## config.mk

```make
export PLATFORM = sky130hd
export DESIGN_NAME = key_event_detector_flat
export DESIGN_NICKNAME = d
export VERILOG_FILES = /design/src/rtl/key_event_pkg.sv /design/src/rtl/key_event_detector_if.sv /design/src/rtl/key_debounce.sv /design/src/rtl/key_event_detector.sv /design/src/flat_wrapper.sv
export SDC_FILE = /design/constraint.sdc
export NUM_CORES = 1
export LEC_CHECK = 0
export CAP_MARGIN = 20
export CORE_ASPECT_RATIO = 1.4
export CORE_UTILIZATION = 39
export DETAILED_ROUTE_END_ITERATION = 16
export PLACE_DENSITY = 0.62
export SYNTH_ARGS = -nofsm -noshare
export SYNTH_HDL_FRONTEND = slang
export SYNTH_SLANG_ARGS = --single-unit
```

## constraint.sdc

```tcl
create_clock -name CLOCK_50 -period 2.45 [get_ports CLOCK_50]
set_input_delay 0.49 -clock CLOCK_50 [delete_from_list [all_inputs] [get_ports CLOCK_50]]
set_output_delay 0.49 -clock CLOCK_50 [all_outputs]
set_load 0.03 [all_outputs]
```

## src/rtl/key_event_pkg.sv

```systemverilog
// Shared definitions for the key event detector.
//   - key_state_e         : press-classification FSM encoding (IDLE, PRESSED, HELD)
//   - DEBOUNCE_CYCLES_DEF : default debounce window, 20 ms at 50 MHz
//   - LONG_CYCLES_DEF     : default long-press threshold, 2 s at 50 MHz
//   - cnt_width()         : counter width for a cycle count, never below 1 bit
package key_event_pkg;

    localparam int unsigned DEBOUNCE_CYCLES_DEF = 1000000;
    localparam int unsigned LONG_CYCLES_DEF     = 100000000;

    typedef enum logic [1:0] {
        IDLE    = 2'd0,
        PRESSED = 2'd1,
        HELD    = 2'd2
    } key_state_e;

    function automatic int unsigned cnt_width(input int unsigned n);
        return (n > 1) ? $clog2(n) : 1;
    endfunction

endpackage

```

## src/rtl/key_event_detector_if.sv

```systemverilog
// Key event bus: raw button in, debounced level and event strobes out.
//   KEY_n       : raw push-button, active-low, asynchronous to the clock
//   key_level   : debounced key state, 1 = pressed
//   short_pulse : one-cycle strobe on release of a short press
//   long_pulse  : one-cycle strobe when a hold reaches the long threshold
// master = button/consumer side, slave = detector side.
interface key_event_detector_if;

    logic KEY_n;
    logic key_level;
    logic short_pulse;
    logic long_pulse;

    modport master (
        output KEY_n,
        input  key_level,
        input  short_pulse,
        input  long_pulse
    );

    modport slave (
        input  KEY_n,
        output key_level,
        output short_pulse,
        output long_pulse
    );

endinterface

```

## src/rtl/key_debounce.sv

```systemverilog
// Synchronizer plus debouncer for an active-low push-button.
//   CLOCK_50  : system clock, rising edge
//   RESET_n   : asynchronous active-low reset
//   KEY_n     : raw button, active-low, asynchronous
//   key_level : debounced level, 1 = pressed
// A new level is accepted once the synchronized input has disagreed with
// key_level for DEBOUNCE_CYCLES consecutive cycles, giving an edge on
// key_level 2+DEBOUNCE_CYCLES cycles after the KEY_n edge. Shorter glitches
// clear the counter and leave key_level untouched.
module key_debounce
    import key_event_pkg::*;
#(
    parameter int unsigned DEBOUNCE_CYCLES = DEBOUNCE_CYCLES_DEF
) (
    input  logic CLOCK_50,
    input  logic RESET_n,
    input  logic KEY_n,
    output logic key_level
);

    localparam int unsigned CW = cnt_width(DEBOUNCE_CYCLES);
    localparam logic [CW-1:0] STABLE_LAST = CW'(DEBOUNCE_CYCLES - 1);

    logic          sync1_q, sync2_q;
    logic          pressed_sync;
    logic [CW-1:0] stable_cnt_q, stable_cnt_d;
    logic          level_q, level_d;

    // Synchronizer resets to the released level so a key held through
    // reset is seen as a fresh press.
    always_ff @(posedge CLOCK_50 or negedge RESET_n) begin
        if (!RESET_n) begin
            sync1_q <= 1'b1;
            sync2_q <= 1'b1;
        end else begin
            sync1_q <= KEY_n;
            sync2_q <= sync1_q;
        end
    end

    assign pressed_sync = ~sync2_q;

    // Counter tracks how long the synchronized level has held a value
    // different from key_level; agreement keeps it at zero.
    always_comb begin
        stable_cnt_d = '0;
        level_d      = level_q;
        if (pressed_sync != level_q) begin
            if (stable_cnt_q == STABLE_LAST) begin
                level_d = pressed_sync;
            end else begin
                stable_cnt_d = stable_cnt_q + 1'b1;
            end
        end
    end

    always_ff @(posedge CLOCK_50 or negedge RESET_n) begin
        if (!RESET_n) begin
            stable_cnt_q <= '0;
            level_q      <= 1'b0;
        end else begin
            stable_cnt_q <= stable_cnt_d;
            level_q      <= level_d;
        end
    end

    assign key_level = level_q;

endmodule

```

## src/rtl/key_event_detector.sv

```systemverilog
// Push-button event detector: debounced level, short-press and long-press strobes.
//   CLOCK_50 : system clock, rising edge
//   RESET_n  : asynchronous active-low reset
//   kbus     : key_event_detector_if.slave (KEY_n in; key_level, short_pulse,
//              long_pulse out)
// Build option KEY_LONGPRESS_EN: when defined, a hold of LONG_CYCLES debounced
// cycles fires long_pulse and suppresses the short_pulse on release. When not
// defined, the hold counter and HELD state are absent, long_pulse is 0 and
// every release fires short_pulse.
module key_event_detector
    import key_event_pkg::*;
#(
    parameter int unsigned DEBOUNCE_CYCLES = DEBOUNCE_CYCLES_DEF,
    parameter int unsigned LONG_CYCLES     = LONG_CYCLES_DEF
) (
    input  logic                  CLOCK_50,
    input  logic                  RESET_n,
    key_event_detector_if.slave   kbus
);

    // Hold terminal is detected as "next count equals LONG_CYCLES-1", which
    // needs at least two cycles of hold.
    if (DEBOUNCE_CYCLES < 1 || LONG_CYCLES < 2) begin : g_bad_params
        $error("key_event_detector: DEBOUNCE_CYCLES must be >= 1, LONG_CYCLES >= 2");
    end

    logic       key_level;
    key_state_e state_q, state_d;
    logic       short_q, short_d;
    logic       long_q, long_d;

    key_debounce #(
        .DEBOUNCE_CYCLES (DEBOUNCE_CYCLES)
    ) u_debounce (
        .CLOCK_50  (CLOCK_50),
        .RESET_n   (RESET_n),
        .KEY_n     (kbus.KEY_n),
        .key_level (key_level)
    );

`ifdef KEY_LONGPRESS_EN
    localparam int unsigned HW = cnt_width(LONG_CYCLES);
    localparam logic [HW-1:0] HOLD_LAST = HW'(LONG_CYCLES - 1);

    logic [HW-1:0] hold_q, hold_d;
`endif

    always_comb begin
        state_d = state_q;
        short_d = 1'b0;
        long_d  = 1'b0;
`ifdef KEY_LONGPRESS_EN
        hold_d  = hold_q;
`endif
        unique case (state_q)
            IDLE: begin
                if (key_level) begin
                    state_d = PRESSED;
`ifdef KEY_LONGPRESS_EN
                    hold_d  = '0;
`endif
                end
            end
            PRESSED: begin
`ifdef KEY_LONGPRESS_EN
                hold_d = hold_q + 1'b1;
                // Terminal count wins over a simultaneous release.
                if (hold_d == HOLD_LAST) begin
                    long_d  = 1'b1;
                    state_d = HELD;
                end else if (!key_level) begin
                    short_d = 1'b1;
                    state_d = IDLE;
                end
`else
                if (!key_level) begin
                    short_d = 1'b1;
                    state_d = IDLE;
                end
`endif
            end
`ifdef KEY_LONGPRESS_EN
            HELD: begin
                // Counter is frozen here; release is silent.
                if (!key_level) begin
                    state_d = IDLE;
                end
            end
`endif
            default: state_d = IDLE;
        endcase
    end

    always_ff @(posedge CLOCK_50 or negedge RESET_n) begin
        if (!RESET_n) begin
            state_q <= IDLE;
            short_q <= 1'b0;
            long_q  <= 1'b0;
        end else begin
            state_q <= state_d;
            short_q <= short_d;
            long_q  <= long_d;
        end
    end

`ifdef KEY_LONGPRESS_EN
    always_ff @(posedge CLOCK_50 or negedge RESET_n) begin
        if (!RESET_n) begin
            hold_q <= '0;
        end else begin
            hold_q <= hold_d;
        end
    end

    assign kbus.long_pulse = long_q;
`else
    assign kbus.long_pulse = 1'b0;
`endif

    assign kbus.key_level   = key_level;
    assign kbus.short_pulse = short_q;

endmodule
```

## src/flat_wrapper.sv

```systemverilog
// flat-port wrapper written by rule: the top's interface ports become plain ports
module key_event_detector_flat import key_event_pkg::*;
#(
    parameter int unsigned DEBOUNCE_CYCLES = DEBOUNCE_CYCLES_DEF,
    parameter int unsigned LONG_CYCLES     = LONG_CYCLES_DEF
)
  (CLOCK_50, RESET_n, kbus_KEY_n, kbus_key_level, kbus_short_pulse, kbus_long_pulse);
  key_event_detector_if kbus_i ();
  input  logic CLOCK_50;
  input  logic RESET_n;
  input wire logic [$bits(kbus_i.KEY_n)-1:0] kbus_KEY_n;
  output wire logic [$bits(kbus_i.key_level)-1:0] kbus_key_level;
  output wire logic [$bits(kbus_i.short_pulse)-1:0] kbus_short_pulse;
  output wire logic [$bits(kbus_i.long_pulse)-1:0] kbus_long_pulse;
  assign kbus_i.KEY_n = kbus_KEY_n;
  assign kbus_key_level = kbus_i.key_level;
  assign kbus_short_pulse = kbus_i.short_pulse;
  assign kbus_long_pulse = kbus_i.long_pulse;
  key_event_detector #(.DEBOUNCE_CYCLES(DEBOUNCE_CYCLES), .LONG_CYCLES(LONG_CYCLES)) u_core (.CLOCK_50(CLOCK_50), .RESET_n(RESET_n), .kbus(kbus_i));
endmodule
```

==> impl_metrics.json, run 1 <==
{
  "outcome": "finished, final reports clean",
  "synth_async_sr_flop_share_pct": 100,
  "vias_in_the_first_global_route": 871,
  "post_synth_inst_count": 117,
  "maximum_number_of_pins_on_one_net_before_global_route_repair": 20,
  "post_synth_instance_area_um2": 1190,
  "cp.required_ps": 2580,
  "dieArea_um2": 3290,
  "buffers_inserted_by_post_cts_timing_repair": 0,
  "area_growth_syn_to_layout_pct": 11.0,
  "most-common-layout-cells": "dfrtp_1 (23), nor2_1 (21), xnor2_1 (15), inv_1 (8), nand3_1 (6)",
  "synth_seq_area_share_pct": 52.6,
  "synth_edf_count": 0,
  "drt.antenna.violating_nets": 0,
  "placed_cells_incl_taps": 158,
  "ys.warnings.count": 0,
  "setup_viol": 0,
  "insertedDiodeCount": 0,
  "xor_xnor_cell_area_share_of_the_yosys_netlist_pct": 12.5,
  "grt_first_pass_wirelength_um": 4020,
  "synth_mux_area_share_pct": 0,
  "leakage_uw": 0.000509,
  "detail_route.wl_per_cell_um": 13.3,
  "crit-reg2reg-launch": "u_core.u_debounce.stable_cnt_q[12]$_DFF_PN0_",
  "vdd_ir_drop_max_v": 0.000448,
  "critical_path.cell_chain": "or4_1 -> or4_4 -> o21ai_4 -> nor2_1",
  "cts_root_buf": "clkbuf_8",
  "cts.reportedPaths.clkPinSlew_ps": 80,
  "design.portCount": 6,
  "clock_sinks": 25,
  "setup_total_negative_slack_ps": 0,
  "timing.reg2reg.worst_path_depth": 4,
  "cts_tree": "done",
  "final-hold-violation-count": 0,
  "finalNetCount": 131,
  "worst_setup_path_end_kind": "register",
  "worst_min_delay_path_class": "register to register",
  "rsz0062_at_grt": "false",
  "worst_clock_skew_ps": 4.41,
  "holdCritStartpoint": "u_core.u_debounce.sync1_q$_DFF_PN1_",
  "synth_area_leader_cell": "dfrtp_1",
  "rr_endpoint": "u_core.u_debounce.stable_cnt_q[16]$_DFF_PN0_",
  "post-dp-hpwl_um": 1570,
  "final_layout_size_suffix_gt1_share_pct": 10.4,
  "synth_simple_gate_area_share_pct": 22.8,
  "antenna_found_initial": 0,
  "drt_wl_total_um": 2160,
  "start_to_end_type_of_the_worst_setup_path": "register to register",
  "global_route.overflow_total": 0,
  "worstHoldEndpoint": "u_core.u_debounce.sync2_q$_DFF_PN1_",
  "timing.final.crit_period_ps": 2160,
  "cts_inserted_buffers": 3,
  "cts_buffer_depth": 2,
  "cap_viol_max_count": 0,
  "route.detailed.vias_per_inst": 5.27,
  "mostFrequentLayoutCell": "dfrtp_1",
  "htreeDepth": 1,
  "delay_of_the_slowest_critical_path_stage_ps": 530,
  "die_width_um": 48.8,
  "start_util_pct": 41.5,
  "place_congestion": 0.728,
  "power_density_nw_per_um2": 521,
  "synth_fa_ha_area_share_pct": 2.09,
  "synth_ff_type": "dfrtp_1",
  "critPathLaunchType": "register",
  "yosys.cell_types.count": 30,
  "placement.io_buffers": 4,
  "row_count": 23,
  "timing.critical_path.arrival_ps": 2290,
  "slew_viol_final": 0,
  "post-route-drc-count": 0,
  "yosys-top-cells-area": "dfrtp_1 (48%), xnor2_1 (11%), nor2_1 (6.6%)",
  "yosysTopAreaCellShare_pct": 48.2,
  "final_min_period_over_clock_period_pct": 88.0,
  "r2r_slack_ps": 290,
  "yosys_register_bits": 25,
  "design.core.area_um2": 2880,
  "finish.cell_count_without_fillers": 162,
  "area_post_placement_um2": 1280,
  "clock.fmax_ghz": 0.464,
  "fp.dieH_um": 67.5,
  "insertion_delay_ps": 260,
  "transition_at_the_pin_with_the_smallest_max_transition_slack_ps": 596,
  "synth_top_family_by_area": "simple AND/OR/NAND/NOR gates",
  "cpMaxStageDelayCell": "or4_4",
  "total_number_of_vias": 853,
  "drt_pass1_iterations": 4,
  "synth_area_per_cell_um2": 10.2,
  "cts.hold.buffers_added": 0,
  "post_cts_resized": 0,
  "postSynthNetCount": 122,
  "hold_path_depth": 0,
  "postLayoutCellArea_um2": 1330,
  "crit_fanout": 19,
  "fraction_of_the_mapped_netlist_area_in_compound_gates_pct": 5.34,
  "slew_headroom_pct": 59.9,
  "n_fill_cell": 271,
  "grt_util_all_layers_pct": 16.1,
  "detailedRoute.firstIterationViolations": 6
}
logic make-up (layout without fill, tap and decap cells):
kind of cell | count (synthesis) | in the layout
XOR/XNOR | 17 | 17
flip-flops | 25 | 25
adder cells (fa/ha/maj) | 2 | 2
other | 1 | 1
AO/OA/AOI/OAI | 8 | 8
buffers and inverters | 11 | 19
AND/OR/NAND/NOR | 53 | 53
critical path, delay by kind of cell, from the launching register on:
| kind | cells | cell delay (ps) |
|---|---|---|
| flops | 1 | 430 |
| compound gates | 1 | 430 |
| simple gates | 3 | 1160 |
synth_stat cells (all sizes together), types with 3 or more instances:
master and instances:
or4 3, inv 8, nor4 5, xnor2 15, nand2 3, nor2 21
dfrtp 23, o21ai 3, nand3 6, nand4 5, nor3 4
stage by stage:
| stage | utilization [%] | total power, uW | setup WS, ps | hold WS (ps) |
|---|---|---|---|---|
| after global routing | 46.1 | 720 | 175 | 375 |
| after global placement | 44.5 | 460 | 324 | 346 |
| final | 46.1 | 691 | 294 | 369 |
| after detailed placement | 44.5 | 461 | 291 | 357 |
| after CTS | 46.1 | 702 | 276 | 370 |
| after floorplan | - | 448 | 466 | 194 |
worst max-delay path by stage:
stage               cells past startpoint                                      endpoint  slack (ps)                                         start
floorplan                               5  u_core.u_debounce.stable_cnt_q[10]$_DFF_PN0_         470  u_core.u_debounce.stable_cnt_q[12]$_DFF_PN0_
global placement                        4   u_core.u_debounce.stable_cnt_q[2]$_DFF_PN0_         320  u_core.u_debounce.stable_cnt_q[12]$_DFF_PN0_
detailed placement                      4   u_core.u_debounce.stable_cnt_q[4]$_DFF_PN0_         290  u_core.u_debounce.stable_cnt_q[12]$_DFF_PN0_
CTS                                     4   u_core.u_debounce.stable_cnt_q[4]$_DFF_PN0_         280  u_core.u_debounce.stable_cnt_q[12]$_DFF_PN0_
global route                            4   u_core.u_debounce.stable_cnt_q[8]$_DFF_PN0_         180  u_core.u_debounce.stable_cnt_q[12]$_DFF_PN0_
finish                                  4  u_core.u_debounce.stable_cnt_q[16]$_DFF_PN0_         290  u_core.u_debounce.stable_cnt_q[12]$_DFF_PN0_
where the power goes:
group,switching [uW],internal [uW]
logic,19.3,8.93
clock network,122,116
registers,4.74,419
total,146,544
metal layers:
layer	vias to the layer above	track usage, %	part of all wire (%)
met2	9	28.3	51
met4	0	6.62	1.1
li1	414	-	-
met3	2	2.03	2.3
met5	-	0	0
met1	428	20.1	45
sequential cells by signal, summed over array words and instances (netlist names):
| name | count |
|---|---|
| u_core.u_debounce.key_level | 1 |
| u_core.state_q | 1 |
| u_core.u_debounce.sync1_q | 1 |
| u_core.kbus.short_pulse | 1 |
| u_core.u_debounce.sync2_q | 1 |
| u_core.u_debounce.stable_cnt_q | 20 |
layout make-up:
cell class              count  area, um2  area share (%)
well taps                  37       46.3            3.49
inverters                   8       30.0            2.26
repair buffers              7       62.6            4.72
clock buffers               4       45.0            3.40
flip-flops and latches     25        628            47.4
multi-input cells          81        514            38.8
(Power assumes the default switching activity.)
==> inputs of run 2 (changes only) <==
Settings changed: SYNTH_HIERARCHICAL set to 1.
==> run 2 against run 1 <==
Against the previous run: sequential cell count is the same; hold slack got worse by 4.1 ps; total power shrank 1.4%; critical path depth is the same; sequential power about the same; clock power down 4%; routed wire length down 8.7%; global-route usage down 1.8 points; final cell count down 0.62%; via count fell by 1.8%.
==> impl_metrics.json, run 2 <==
{
  "outcome": "finished, final reports clean",
  "grt_first_pass_wirelength_um": 3590,
  "cts_root_buf": "clkbuf_8",
  "power_frac_clock_pct": 33.6,
  "route.detailed.vias_per_inst": 5.20,
  "dieArea_um2": 3290,
  "pwr-share-comb_pct": 4.1,
  "design.portCount": 6,
  "drt_pass1_iterations": 4,
  "antenna_found_initial": 0,
  "mostFrequentLayoutCell": "dfrtp_1",
  "setup_total_negative_slack_ps": 0,
  "synth_area_leader_cell": "dfrtp_1",
  "timing.final.crit_period_ps": 2170,
  "insertedDiodeCount": 0,
  "synth_edf_count": 0,
  "synth_seq_area_share_pct": 52.6,
  "maximum_number_of_pins_on_one_net_before_global_route_repair": 20,
  "grt_util_all_layers_pct": 14.3,
  "detailedRoute.firstIterationViolations": 15,
  "worst_min_delay_path_class": "register to register",
  "yosysTopAreaCellShare_pct": 48.2,
  "clock.fmax_ghz": 0.461,
  "synth_async_sr_flop_share_pct": 100,
  "largest_register_ffs": 20,
  "buffers_inserted_by_post_cts_timing_repair": 0,
  "seqPwrFrac_pct": 62.3,
  "cts.reportedPaths.clkPinSlew_ps": 80,
  "cts_tree": "done",
  "regMostFlops": "u_core/u_debounce/stable_cnt_q",
  "crit-reg2reg-launch": "u_core/u_debounce/stable_cnt_q[12]$_DFF_PN0_",
  "slew_headroom_pct": 62.6,
  "power_density_nw_per_um2": 516,
  "finalNetCount": 130,
  "transition_at_the_pin_with_the_smallest_max_transition_slack_ps": 560,
  "final_layout_size_suffix_gt1_share_pct": 9.68,
  "holdCritStartpoint": "u_core/u_debounce/sync1_q$_DFF_PN1_",
  "synth_ff_type": "dfrtp_1",
  "cap_viol_max_count": 0,
  "post-dp-hpwl_um": 1430,
  "cts_inserted_buffers": 3,
  "design.core.area_um2": 2880,
  "drt.antenna.violating_nets": 0,
  "cts.hold.buffers_added": 0,
  "drt_wl_total_um": 1970,
  "setup_viol": 0,
  "post_synth_inst_count": 117,
  "area_growth_syn_to_layout_pct": 10.4,
  "fp.dieH_um": 67.5,
  "place_congestion": 0.769,
  "yosys-top-cells-area": "dfrtp_1 (48%), xnor2_1 (11%), nor2_1 (6.6%)",
  "internal-power_uw": 544,
  "yosys-top-cells-count": "dfrtp_1 (23), nor2_1 (21), xnor2_1 (15)",
  "p_sw_share_pct": 20.1,
  "worst_setup_path_end_kind": "register",
  "die_width_um": 48.8,
  "most-common-layout-cells": "dfrtp_1 (23), nor2_1 (21), xnor2_1 (15), inv_1 (8), nand3_1 (6)",
  "vdd_ir_drop_max_v": 0.000467,
  "postSynthNetCount": 122,
  "insertion_delay_ps": 250,
  "placement.io_buffers": 4,
  "global_route.overflow_total": 0,
  "cp.required_ps": 2570,
  "critPathLaunchType": "register",
  "slew_viol_final": 0,
  "vias_in_the_first_global_route": 846,
  "report.power.total_uw": 681,
  "yosys.cell_types.count": 30,
  "cts_buffer_depth": 2,
  "detail_route.wl_per_cell_um": 12.2,
  "post_synth_instance_area_um2": 1190,
  "final-hold-violation-count": 0,
  "clock_sinks": 25,
  "worst_setup_path_startpoint": "u_core/u_debounce/stable_cnt_q[12]$_DFF_PN0_",
  "crit_fanout": 19,
  "synth_area_per_cell_um2": 10.2,
  "ys.warnings.count": 6,
  "yosysMostFrequentCell": "dfrtp_1",
  "switchingPower_uw": 137,
  "htreeDepth": 1,
  "post-route-drc-count": 0,
  "leakage_uw": 0.000505,
  "yosys_register_bits": 25,
  "timing.critical_path.arrival_ps": 2300,
  "worst_clock_skew_ps": 3.09,
  "start_util_pct": 41.5,
  "start_to_end_type_of_the_worst_setup_path": "register to register",
  "post_cts_resized": 0,
  "total_number_of_vias": 838,
  "final_min_period_over_clock_period_pct": 88.6,
  "row_count": 23,
  "rsz0062_at_grt": "false"
}
## run 2: cell counts after synthesis
Identical to the previous run, type by type.
## run 2: power by group through the flow
| stage | clock network [uW] | logic (uW) | registers [uW] |
|---|---|---|---|
| 2_1_floorplan | 0 | 16.5 | 431 |
| 3_3_place_gp | 0 | 28.4 | 432 |
| 3_5_place_dp | 0 | 29.2 | 432 |
| 4_1_cts | 242 | 29.3 | 424 |
| 5_1_grt | 257 | 32.1 | 425 |
| 6_report | 229 | 27.7 | 424 |
## run 2: critical path, stage by stage (launching register included)
cell and delay (ps):
dfrtp_1 430, or4_1 540, or4_4 530, o21ai_4 420
nor2_1 100
## run 2: per-layer routing
metal	track usage (%)	routed length [um]	share of wire, %
met2	27.6	1010	52
met3	2.03	25	1.3
met5	0	0	0
met1	15.7	903	46
met4	5.51	24	1.2
## run 2: final timing paths
check                                                                    end  slack, ps  depth (start not counted)
worst max-delay path            u_core/u_debounce/stable_cnt_q[16]$_DFF_PN0_        280                          4
worst min-delay path                     u_core/u_debounce/sync2_q$_DFF_PN1_        360                          0
worst max register to register  u_core/u_debounce/stable_cnt_q[16]$_DFF_PN0_        280                          4
worst min register to register           u_core/u_debounce/sync2_q$_DFF_PN1_        360                          0
max in group asynchronous        u_core/u_debounce/stable_cnt_q[9]$_DFF_PN0_       1270                          2
min in group asynchronous                  u_core/kbus.short_pulse$_DFF_PN0_        590                          1
## run 2: final cells by class
type                            instances  area [um2]
Fill cell                             278        1560
Multi-Input combinational cell         81         514
Tap cell                               37        46.3
Inverter                                8        30.0
Clock buffer                            4        45.0
Sequential cell                        25         628
Timing Repair Buffer                    6        55.1
## run 2: kinds of logic after synthesis
family	synth area share, %
and+or+nand+nor	22.8
DFF	52.6
xor gates and xnor gates	12.5
buffers and inverters	4.40
AOI/OAI and AO/OA	5.34
adders and majority gates	2.09
other	0.314
## run 2: through the flow
stage / std cells / util (%) / hold slack (ps) / area (um2) / setup slack (ps)
global route: 161 / 45.8 / 369 / 1320 / 138
detailed placement: 157 / 44.3 / 355 / 1270 / 253
finish: 161 / 45.8 / 365 / 1320 / 280
global placement: 157 / 44.3 / 345 / 1270 / 305
floorplan: 117 / - / 194 / 1190 / 466
CTS: 161 / 45.8 / 368 / 1320 / 240
==> inputs of run 3 (changes only) <==
Settings changed: SLEW_MARGIN set to 10.
==> results of run 3 <==
Same layout as run 2: the final DEF is identical, and so are final timing and power.
==> RTL edit 1, RTL diff (flow settings as in run 2) <==
Build with the macro `KEY_LONGPRESS_EN` defined.
--- a/src/rtl/key_event_detector.sv
+++ b/src/rtl/key_event_detector.sv
@@ -8,4 +8,6 @@
 // defined, the hold counter and HELD state are absent, long_pulse is 0 and
 // every release fires short_pulse.
+`define KEY_LONGPRESS_EN
+
 module key_event_detector
     import key_event_pkg::*;
Check against the original RTL: no difference found for any inputs over 10 cycles, from zero or initial values and one cycle with RESET_n low; that may be too few to reach the edited logic, so the function may still have changed.
==> RTL edit 1 against run 2 <==
  * Synthesized cell count grew to 3.0 times the old value
  * Cell area rose to 2.7 times the old value
  * Global-route usage grew 4.7 points
  * Critical path depth increased by 3
  * Sequential cell count grew 29
  * Synthesized area rose to 2.6 times the old value
  * Routed wire length grew to 3.8 times the old value
  * Worst hold slack got worse by 0.27 ns
  * Core utilization is 0.44 points lower
  * Worst setup slack got worse by 0.20 ns
  * Sequential power up 110%
  * Sequential share of layout area decreased by 9.0 points
  * Total power rose by 130%
  * Highest routed layer unchanged
==> RTL edit 1: results <==
metrics = {
    "worst_setup_path": {
        "critPathMaxStageDelay_ns": 0.57,
        "reg2regPathDepth": 7,
        "crit_end": "u_core/state_q[1]",
        "crit_arrival_ns": 2.61,
        "crit_start": "u_core/hold_q[2]",
        "path_max_fanout": 5,
        "critical-path-slowest-cell": "or4_4",
    },
    "logic_synthesis": {
        "syn-instance-count": 350,
        "yosysUniqueCellTypes": 46,
        "netlist_top_cells_count": "dfrtp_1 (52), o21ai_0 (45), nor2_1 (39)",
        "synth_compound_area_share_pct": 15.0,
        "synth_area_leaders": "dfrtp_1 (42%), o21ai_0 (7.2%), xnor2_1 (5.9%), nor2_1 (4.7%), nand3_1 (3.4%)",
        "synth_fa_ha_area_share_pct": 1.21,
        "synth-xor-area-share_pct": 8.45,
        "ys_seq_area_share_pct": 43.6,
        "syn_nets": 356,
    },
    "global_routing": {
        "groute.usage.overall_pct": 19.0,
        "grt_pass1_vias": 2507,
        "grt_use_met1_pct": 22.0,
        "grt_max_degree": 32,
        "grtUsageMet2_pct": 34.9,
        "use_met3_pct": 3.05,
    },
    "clock_network": {
        "cts_buffers": 5,
        "worstSkewPairLatency_ns": 0.31,
        "clkSlewWorstSetupHoldPaths_ns": 0.10,
        "htree_levels": 2,
    },
    "power": {
        "pg_comb_uw": 37.0,
        "ir_drop_v": 0.000262,
        "leakagePower_uw": 0.00139,
        "p_comb_share_pct": 2.4,
        "sw_frac_of_total_pct": 20.9,
        "seqPwrFrac_pct": 58.8,
    },
    "layout": {
        "fin_nets": 375,
        "largest_reg_flops": 27,
        "drive_gt1_share_pct": 14.9,
        "nFillCells": 774,
    },
    "sta": {
        "period_needed_ns": 2.37,
        "worst_slew_pin_slew_ns": 0.584,
        "final.setup_skew_ns": 0.0101,
    },
    "route": {
        "drt_iter0_drc": 132,
        "avgRoutedWirePerCell_um": 15.8,
        "wl_met3_um": 224,
        "vias_per_cell": 5.66,
        "num_vias": 2662,
        "ant_nets": 0,
        "wl_met2_um": 4020,
        "met1Wirelength_um": 3060,
    },
    "placement": {
        "gp_congestion": 0.896,
        "dp_slack_ns": 0.108,
        "hpwlAfterDp_um": 5330,
        "dp_cells": 461,
        "placed_area_um2": 3370,
    },
    "worst_hold_path": {
        "min_path_type": "primary input to asynchronous set/reset pin",
    },
    "outcome": {
        "status": "complete, no violations",
    },
}
[RTL edit 1: worst min path at each step]
stage	start	endpoint	slack (ns)
floorplan	RESET_n	u_core/hold_q[0]	0.19
global placement	u_core/u_debounce/sync1_q	u_core/u_debounce/sync2_q	0.35
detailed placement	u_core/u_debounce/sync1_q	u_core/u_debounce/sync2_q	0.35
CTS	RESET_n	u_core/u_debounce/stable_cnt_q[18]	0.1
global route	RESET_n	u_core/u_debounce/stable_cnt_q[18]	0.1
finish	RESET_n	u_core/u_debounce/stable_cnt_q[18]	0.09
[RTL edit 1: layout make-up]
| type | instances | area (um^2) | share of cell area (%) |
|---|---|---|---|
| Multi-Input combinational cell | 269 | 1660 | 47.2 |
| Sequential cell | 54 | 1360 | 38.7 |
| Timing Repair Buffer | 29 | 225 | 6.40 |
| Tap cell | 100 | 125 | 3.56 |
| Clock buffer | 6 | 72.6 | 2.06 |
| Clock inverter | 2 | 37.5 | 1.07 |
| Inverter | 10 | 37.5 | 1.07 |
==> RTL edit 2, RTL diff (settings of run 2) <==
Without the edit above. The 3 states of `key_state_e` get a one-hot encoding in 3 bits.
--- a/src/rtl/key_event_pkg.sv
+++ b/src/rtl/key_event_pkg.sv
@@ -9,8 +9,8 @@
     localparam int unsigned LONG_CYCLES_DEF     = 100000000;
 
-    typedef enum logic [1:0] {
-        IDLE    = 2'd0,
-        PRESSED = 2'd1,
-        HELD    = 2'd2
+    typedef enum logic [2:0] {
+        IDLE    = 3'b001,
+        PRESSED = 3'b010,
+        HELD    = 3'b100
     } key_state_e;
 
Behaviour: same outputs for any inputs over 10 cycles, from zero or initial values and one cycle with RESET_n low; not proved beyond that.
==> RTL edit 2 against run 2 <==
  * Sequential cell count grew 1
  * Non-clock buffer count up 1
  * Critical path type unchanged
  * Largest power group unchanged
  * Total power increased by 4.5%
  * Cell area up 2.7%
  * Clock skew up 0.0040 ns
  * Routed wire length increased by 4.6%
  * Clock power is 6% higher
  * Synthesized area is 2.3% higher
  * Maximum frequency is essentially flat
  * Global-route usage shrank 0.11 points
  * Worst setup slack worse by 0.00076 ns
==> RTL edit 2: results <==
metrics = {
    "placement": {
        "hpwlAfterDp_um": 1430,
        "gp_congestion": 0.774,
        "dp_cells": 160,
    },
    "logic_synthesis": {
        "yosysUniqueCellTypes": 31,
        "ys_seq_area_share_pct": 53.5,
        "synth_area_leaders": "dfrtp_1 (47%), xnor2_1 (10%), dfstp_2 (6.4%), nor2_1 (6.4%), nand4_1 (2.6%)",
        "syn_nets": 123,
        "synth.avg_cell_area_um2": 10.3,
        "netlist_top_cells_count": "dfrtp_1 (23), nor2_1 (21), xnor2_1 (14)",
    },
    "global_routing": {
        "groute.usage.overall_pct": 14.2,
        "grt_max_degree": 27,
        "grt_pass1_wl_um": 3530,
        "grtUsageMet2_pct": 24.5,
        "grt_use_met1_pct": 17.1,
    },
    "sta": {
        "slew_headroom_pct": 64.0,
        "final.setup_skew_ns": 0.00712,
        "fin_crit_sh_pct": 88.6,
    },
    "route": {
        "wl_met2_um": 1010,
        "vias_per_cell": 5.14,
        "met1Wirelength_um": 961,
        "num_vias": 843,
    },
    "outcome": {
        "status": "complete, no violations",
    },
    "layout": {
        "nFillCells": 304,
        "drive_gt1_share_pct": 11.0,
        "fin_nets": 132,
    },
    "power": {
        "leakagePower_uw": 0.000516,
    },
    "clock_network": {
        "worstSkewPairLatency_ns": 0.27,
    },
}
RTL edit 2: changes by cell type in the layout (fill, tap and decap cells not counted), sizes merged:
cell   change
and2       +1
buf        +1
dfstp      +1
ha         -1
inv        -1
nand2      +1
nor3b      +1
xnor2      -1
xor2       +1
RTL edit 2: cells by family (layout without fill, tap and decap cells):
group                    after synthesis  after routing  synth area share, %
AND/OR/NAND/NOR                       56             56                 23.7
flip-flops                            26             26                 53.5
other                                  1              1                0.307
buffers and inverters                 10             18                 3.99
adder cells (fa/ha/maj)                1              1                 1.02
XOR/XNOR                              17             17                 12.2
AO/OA/AOI/OAI                          8              8                 5.22
RTL edit 2: worst min path at each step:
stage	endpoint	slack [ns]	depth (start not counted)
2_1_floorplan	u_core/kbus.short_pulse	0.19	0
3_3_place_gp	u_core/u_debounce/sync2_q	0.35	0
3_5_place_dp	u_core/u_debounce/sync2_q	0.35	0
4_1_cts	u_core/u_debounce/sync2_q	0.36	0
5_1_grt	u_core/u_debounce/sync2_q	0.36	0
6_report	u_core/u_debounce/sync2_q	0.36	0
RTL edit 2: report_power, final:
part / internal [uW] / total (uW) / switching [uW]
sequential: 436 / 440 / 4.68
clock: 116 / 243 / 127
combinational: 8.82 / 27.6 / 18.8
total: 561 / 711 / 150
RTL edit 2: layout make-up:
| type | count | area [um^2] | area share (%) |
|---|---|---|---|
| Sequential cell | 26 | 654 | 48.3 |
| Multi-Input combinational cell | 83 | 519 | 38.4 |
| Timing Repair Buffer | 7 | 62.6 | 4.62 |
| Tap cell | 37 | 46.3 | 3.42 |
| Clock buffer | 4 | 45.0 | 3.33 |
| Inverter | 7 | 26.3 | 1.94 |
RTL edit 2: worst reg2reg max path: stages, from the launching register on:
cell	delay [ns]
dfrtp_1	0.45
or4_1	0.53
or4_4	0.53
o21ai_4	0.43
nor2_1	0.11
